**src/rtl/fft_frame_ctrl_if.sv**
```systemverilog
// Streaming handshake bundle for fft_frame_ctrl.
//   in_valid/in_ready/in_re/in_im        : serial complex sample input
//   out_valid/out_ready/out_re/out_im    : serial complex bin output
//   out_idx/out_last                     : bin index 0..15, high with bin 15
// The master modport is the stream endpoint (source and sink side); the slave modport is the
// controller.
interface fft_frame_ctrl_if #(
  parameter int unsigned IN_W  = 16,
  parameter int unsigned OUT_W = 17
);
  logic             in_valid;
  logic             in_ready;
  logic [IN_W-1:0]  in_re;
  logic [IN_W-1:0]  in_im;
  logic             out_valid;
  logic             out_ready;
  logic [OUT_W-1:0] out_re;
  logic [OUT_W-1:0] out_im;
  logic [3:0]       out_idx;
  logic             out_last;

  modport master (
    output in_valid, in_re, in_im, out_ready,
    input  in_ready, out_valid, out_re, out_im, out_idx, out_last
  );

  modport slave (
    input  in_valid, in_re, in_im, out_ready,
    output in_ready, out_valid, out_re, out_im, out_idx, out_last
  );
endinterface

```
**src/rtl/fft_frame_ctrl.sv**
```systemverilog
// Frame sequencer for the 16-point CORDIC FFT core.
// Collects 16 serial samples into the core's parallel input ports, holds them for FFT_LAT
// cycles, captures the 16 parallel bins and streams them back out serially.
//   clock, reset   : rising-edge clock, asynchronous active-high reset
//   bus            : sample/bin stream handshakes (fft_frame_ctrl_if.slave)
//   fft_x, fft_y   : packed core inputs, sample k at [IN_W*k +: IN_W]
//   fft_xo, fft_yo : packed core outputs, bin k at [OUT_W*k +: OUT_W]
//   busy           : frame held in the core or being unloaded
//   frame_cnt      : completed frames, wraps at 256
module fft_frame_ctrl #(
  parameter int unsigned N       = 16,
  parameter int unsigned IN_W    = 16,
  parameter int unsigned OUT_W   = 17,
  parameter int unsigned FFT_LAT = 8
) (
  input  logic                 clock,
  input  logic                 reset,
  fft_frame_ctrl_if.slave      bus,
  output logic [N*IN_W-1:0]    fft_x,
  output logic [N*IN_W-1:0]    fft_y,
  input  logic [N*OUT_W-1:0]   fft_xo,
  input  logic [N*OUT_W-1:0]   fft_yo,
  output logic                 busy,
  output logic [7:0]           frame_cnt
);

  localparam logic [7:0] LatLast = 8'(FFT_LAT - 1);

  typedef enum logic [1:0] {StLoad, StCompute, StUnload} state_e;

  state_e           state_q, state_d;
  logic [3:0]       wr_cnt;
  logic [3:0]       rd_cnt;
  logic [7:0]       lat_cnt;
  logic [OUT_W-1:0] cap_re [16];
  logic [OUT_W-1:0] cap_im [16];

  // State register.
  always_ff @(posedge clock or posedge reset) begin
    if (reset) state_q <= StLoad;
    else       state_q <= state_d;
  end

  always_comb begin
    state_d = state_q;
    case (state_q)
      StLoad:    if (bus.in_valid && (wr_cnt == 4'd15)) state_d = StCompute;
      StCompute: if (lat_cnt == LatLast) state_d = StUnload;
      StUnload:  if (bus.out_ready && (rd_cnt == 4'd15)) state_d = StLoad;
      default:   state_d = StLoad;
    endcase
  end

  // in_ready is gated by reset so it only rises once reset is released.
  assign bus.in_ready  = (state_q == StLoad) && !reset;
  assign bus.out_valid = (state_q == StUnload);
  assign bus.out_last  = (state_q == StUnload) && (rd_cnt == 4'd15);
  assign busy          = (state_q != StLoad);

  // Datapath. out_re/out_im/out_idx are registered copies of capture slot rd_cnt so they
  // keep showing bin 15 after the frame drains.
  always_ff @(posedge clock or posedge reset) begin
    if (reset) begin
      fft_x       <= '0;
      fft_y       <= '0;
      wr_cnt      <= '0;
      rd_cnt      <= '0;
      lat_cnt     <= '0;
      frame_cnt   <= '0;
      bus.out_re  <= '0;
      bus.out_im  <= '0;
      bus.out_idx <= '0;
      for (int k = 0; k < 16; k++) begin
        cap_re[k] <= '0;
        cap_im[k] <= '0;
      end
    end else begin
      case (state_q)
        StLoad: begin
          if (bus.in_valid) begin
            for (int k = 0; k < 16; k++) begin
              if (wr_cnt == 4'(k)) begin
                fft_x[k*IN_W +: IN_W] <= bus.in_re;
                fft_y[k*IN_W +: IN_W] <= bus.in_im;
              end
            end
            wr_cnt <= wr_cnt + 4'd1;  // wraps to 0 on slot 15
            if (wr_cnt == 4'd15) lat_cnt <= '0;
          end
        end
        StCompute: begin
          lat_cnt <= lat_cnt + 8'd1;
          if (lat_cnt == LatLast) begin
            for (int k = 0; k < 16; k++) begin
              cap_re[k] <= fft_xo[k*OUT_W +: OUT_W];
              cap_im[k] <= fft_yo[k*OUT_W +: OUT_W];
            end
            rd_cnt      <= '0;
            bus.out_re  <= fft_xo[0 +: OUT_W];
            bus.out_im  <= fft_yo[0 +: OUT_W];
            bus.out_idx <= '0;
          end
        end
        StUnload: begin
          if (bus.out_ready) begin
            rd_cnt <= rd_cnt + 4'd1;
            if (rd_cnt == 4'd15) begin
              frame_cnt <= frame_cnt + 8'd1;
            end else begin
              bus.out_re  <= cap_re[rd_cnt + 4'd1];
              bus.out_im  <= cap_im[rd_cnt + 4'd1];
              bus.out_idx <= rd_cnt + 4'd1;
            end
          end
        end
        default: ;
      endcase
    end
  end

endmodule
```
**src/flat_wrapper.sv**
```systemverilog
// flat-port wrapper written by rule: the top's interface ports become plain ports
module fft_frame_ctrl_flat 
#(
  parameter int unsigned N       = 16,
  parameter int unsigned IN_W    = 16,
  parameter int unsigned OUT_W   = 17,
  parameter int unsigned FFT_LAT = 8
)
  (clock, reset, fft_x, fft_y, fft_xo, fft_yo, busy, frame_cnt, bus_in_valid, bus_in_re, bus_in_im, bus_out_ready, bus_in_ready, bus_out_valid, bus_out_re, bus_out_im, bus_out_idx, bus_out_last);
  fft_frame_ctrl_if #(.IN_W(IN_W), .OUT_W(OUT_W)) bus_i ();
  input  logic clock;
  input  logic reset;
  output logic [N*IN_W-1:0] fft_x;
  output logic [N*IN_W-1:0] fft_y;
  input  logic [N*OUT_W-1:0] fft_xo;
  input  logic [N*OUT_W-1:0] fft_yo;
  output logic busy;
  output logic [7:0] frame_cnt;
  input wire logic [$bits(bus_i.in_valid)-1:0] bus_in_valid;
  input wire logic [$bits(bus_i.in_re)-1:0] bus_in_re;
  input wire logic [$bits(bus_i.in_im)-1:0] bus_in_im;
  input wire logic [$bits(bus_i.out_ready)-1:0] bus_out_ready;
  output wire logic [$bits(bus_i.in_ready)-1:0] bus_in_ready;
  output wire logic [$bits(bus_i.out_valid)-1:0] bus_out_valid;
  output wire logic [$bits(bus_i.out_re)-1:0] bus_out_re;
  output wire logic [$bits(bus_i.out_im)-1:0] bus_out_im;
  output wire logic [$bits(bus_i.out_idx)-1:0] bus_out_idx;
  output wire logic [$bits(bus_i.out_last)-1:0] bus_out_last;
  assign bus_i.in_valid = bus_in_valid;
  assign bus_i.in_re = bus_in_re;
  assign bus_i.in_im = bus_in_im;
  assign bus_i.out_ready = bus_out_ready;
  assign bus_in_ready = bus_i.in_ready;
  assign bus_out_valid = bus_i.out_valid;
  assign bus_out_re = bus_i.out_re;
  assign bus_out_im = bus_i.out_im;
  assign bus_out_idx = bus_i.out_idx;
  assign bus_out_last = bus_i.out_last;
  fft_frame_ctrl #(.N(N), .IN_W(IN_W), .OUT_W(OUT_W), .FFT_LAT(FFT_LAT)) u_core (.clock(clock), .reset(reset), .bus(bus_i), .fft_x(fft_x), .fft_y(fft_y), .fft_xo(fft_xo), .fft_yo(fft_yo), .busy(busy), .frame_cnt(frame_cnt));
endmodule
```
**config.mk**
```make
export PLATFORM = sky130hd
export DESIGN_NAME = fft_frame_ctrl_flat
export DESIGN_NICKNAME = d
export VERILOG_FILES = /design/src/rtl/fft_frame_ctrl_if.sv /design/src/rtl/fft_frame_ctrl.sv /design/src/flat_wrapper.sv
export SDC_FILE = /design/constraint.sdc
export NUM_CORES = 2
export LEC_CHECK = 0
export BUFFER_PORTS_ARGS = -buffer_cell sky130_fd_sc_hd__buf_2
export CORE_AREA = 2 2 447 449
export DETAILED_ROUTE_END_ITERATION = 8
export DIE_AREA = 0 0 449 451
export PLACE_DENSITY_LB_ADDON = 0.12
export RECOVER_POWER = 50
export SYNTH_ARGS = -nofsm -noshare
export SYNTH_HDL_FRONTEND = slang
export SYNTH_SLANG_ARGS = --single-unit
```
**constraint.sdc**
```tcl
create_clock -name clock -period 35.7 [get_ports clock]
set_input_delay 3.57 -clock clock [delete_from_list [all_inputs] [get_ports clock]]
set_output_delay 3.57 -clock clock [all_outputs]
set_load 0.02 [all_outputs]
```
==> results.md <==
* H-Tree Depth at 4
* Asr flop ratio synth at 100%
* Layout cell share with drive strength beyond 1 at 34.1%
* Vias at 33900
* Fin util at 29.9%
* DR WL/cell at 24.2 um
* Worst Tran Pin Value at 10940 ps
* Routed wire length at 189000 um
* Setup violations, final at 0
* Hold path depth at 2
* Reg2Reg Setup Slack at 22860 ps
* DR DRC count at 0
* Crit-path cells: clkbuf_1, clkinvlp_2, clkbuf_1, buf_4, buf_4, buf_4, buf_4
* Worst hold margin at 458 ps
* Tmin final at 15840 ps
* HPWL Detailed at 135000 um
* CTS clk-pin slew, worst paths at 60 ps
* Min-Delay Path Class: reg -> reg
* Violated checks: max-capacitance violations, max-slew violations
* CP Class: in -> async
* Post-synthesis cell count at 3955
* Synth-to-Final Area Change at 27.3%
* Num Clock Sinks at 1120
* Distinct cells, synth at 41
* Syn Area/Cell at 11.8 um2
* Net Sw Power at 1.52 mW
* Clock root cell: clkbuf_16
* Synth top area share at 60.3%
* Post-synthesis sequential area ratio at 60.3%
* RSZ-0062 raised after global routing: no
* Port Buf Inserts at 1141
* Fin. max-slew vios at 958
* Worst R2R Start: u_core.lat_cnt[0]
* PD cells at 72.6 nW/um2
* Worst Path Buf+Inv at 7
* Rows at 164
* Initial Util at 23.5%
* Die area at 202000 um2
* Final-report hold violation count at 0
* Pin count of the biggest net entering global routing at 244
* Final Skew at 37.9 ps
* Fillcell total at 21000
* Synth Cell Area at 46500 um2
* Max Cap Viol at 14
* Post-route cell area at 59200 um2
* CORE AREA at 198000 um2
* First-pass GRT wire length at 267000 um
* Dominant cells by area after synthesis: dfrtp_1 60%, nand2_1 14%, mux2_2 12%
* Total global routing overflow at 0
* Number of synthesized register bits at 1120
* Slowest CP cell: clkbuf_1
* Clock share of power at 33.6%
* Setup TNS at 0 ps
* Pre-CTS setup slack at 27170 ps
* Post-route ant nets at 0
* Post-CTS sizing at 0
* Gpl congestion at 0.796
* Fmax at 0.0631 GHz
* Vias in the first global route at 35400
* Clk buf depth at 3
* DRT iter0 DRCs at 1983
* Rel. slew slack at -629%
* Post-Syn Nets at 4542
* Number of post-CTS setup repair buffers at 0
* Most common flop cell mapped by yosys: dfrtp_1
* I/O pin cnt at 1142
* Cells on worst reg2reg path at 8
* CP top delay family: buffers and inverters
* WHS Endpoint: u_core.cap_re[233]
* Worst Hold Launch: u_core.cap_re[233]
* CTS buffer count at 142
* Switching share of power at 35.3%
* VDD IR-drop max at 0.0720 mV
* Area leader, netlist: dfrtp_1
* Outcome: finished, violations left
* Logic pwr share at 29.0%
* Slack of the critical path at 19860 ps
* CP required at 36480 ps
* Area of placed instances at 54900 um2
* RR Endpoint: u_core.cap_im[14]
* Die Y at 451 um
* Critical Path AT at 16620 ps
* Flop pwr share at 37.5%
* Clk_lat worst skew at 780 ps
* Die W at 449 um
* Top cell by count, worst path: buf_4
* Antenna violations before repair at 119
* Yosys warns at 0
* Critical path's largest stage delay at 5920 ps
* Vias per cell at 4.33
* Drt first pass iters at 5
* Cell internal pwr at 2.78 mW
* Crit path max fanout at 150
* Tcrit/Tclk final at 44.4%
* Hold Buf Count CTS at 0
* Post-synth EDFFs at 0
* Worst Setup Start Kind: input port
* CTS tree: yes
* Nets at 5626
* P_leak at 28.2 nW
* Setup crit end kind: async pin
* Total GRT Usage at 18.3%
[cell type report]
class	instances	area (um2)	share of cell area (%)
antenna	44	110	0.186
clock buffer	207	4080	6.89
clock inverter	39	566	0.956
inverter	8	31.3	0.0529
multi-input combinational	2576	17300	29.3
sequential	1120	28000	47.4
tap	2656	3320	5.62
timing repair buffer	1191	5720	9.67
[worst min-delay path, cell delays in order, from the launching register on]
cell     delay, ps
dfrtp_1        330
nand2_1         50
nand2_1         50
[registers in the layout, summed over array words and instances (netlist names)]
register,cells
u_core.bus.out_idx,4
u_core.bus.out_im,17
u_core.bus.out_re,17
u_core.cap_im,272
u_core.cap_re,272
u_core.fft_x,256
u_core.fft_y,256
u_core.frame_cnt,8
u_core.lat_cnt,8
u_core.rd_cnt,4
u_core.state_q,2
u_core.wr_cnt,4
[logic make-up after synthesis]
kind of cell	after synthesis	synth area share [%]
XOR/XNOR	15	0.299
AO/OA/AOI/OAI	63	0.923
buffers and inverters	259	2.71
adder cells (fa/ha/maj)	7	0.188
flip-flops	1120	60.3
multiplexers	750	21.3
AND/OR/NAND/NOR	1741	14.3
[placed cells by master, fill, tap and decap left out, drive strengths merged, types with 2 or more instances in the layout]
cell type / count
nand3: 20
mux2: 547
clkinv: 24
nand4: 3
and3: 4
nand2: 1684
nor2: 14
o21ai: 17
clkbuf: 515
bufinv: 7
ha: 7
mux4: 136
nand3b: 2
mux2i: 67
a31oi: 2
nand2b: 2
buf: 883
diode: 44
xor2: 4
inv: 15
dfrtp: 1120
nor2b: 3
a21oi: 2
o31ai: 3
o211ai: 34
a32o: 2
xnor2: 11
[Yosys cell counts (all sizes together), types with 2 or more instances]
master	number
o21ai	17
nand3	20
xor2	4
a32o	2
mux4	136
o31ai	3
nand4	3
a31oi	2
xnor2	11
buf	151
mux2i	67
nand3b	2
ha	7
nand2	1684
o211ai	34
nor2b	3
nand2b	2
dfrtp	1120
clkbuf	100
a21oi	2
nor2	14
and3	4
inv	8
mux2	547
[through the flow]
stage	power [mW]	instances
3_3_place_gp	2.92	7551
5_1_grt	4.51	7827
6_report	4.30	7841
2_1_floorplan	2.38	3955
3_5_place_dp	2.93	7551
4_1_cts	4.41	7797
[per-layer routing]
metal | part of all wire, % | GRT usage [%] | vias up
met5 | 0.070 | 0 | -
met4 | 4.0 | 7.76 | 20
met3 | 7.6 | 6.40 | 373
met2 | 49 | 30.8 | 1170
met1 | 39 | 21.1 | 17000
li1 | - | - | 15300
[worst max-delay path by stage]
stage | from | end | cells past startpoint
floorplan | reset | u_core.bus.out_idx[0] | 1
global placement | reset | u_core.cap_re[205] | 7
detailed placement | reset | u_core.cap_re[205] | 7
CTS | reset | bus_in_ready | 3
global route | reset | u_core.cap_re[205] | 7
finish | reset | u_core.cap_im[53] | 7
[power groups by stage]
stage,combinational [mW],sequential (mW),clock [mW]
2_1_floorplan,0.536,1.85,0
5_1_grt,1.32,1.64,1.54
6_report,1.24,1.61,1.44
3_5_place_dp,1.30,1.63,0
4_1_cts,1.30,1.61,1.49
3_3_place_gp,1.30,1.62,0
Power figures use the tool's default switching activity.
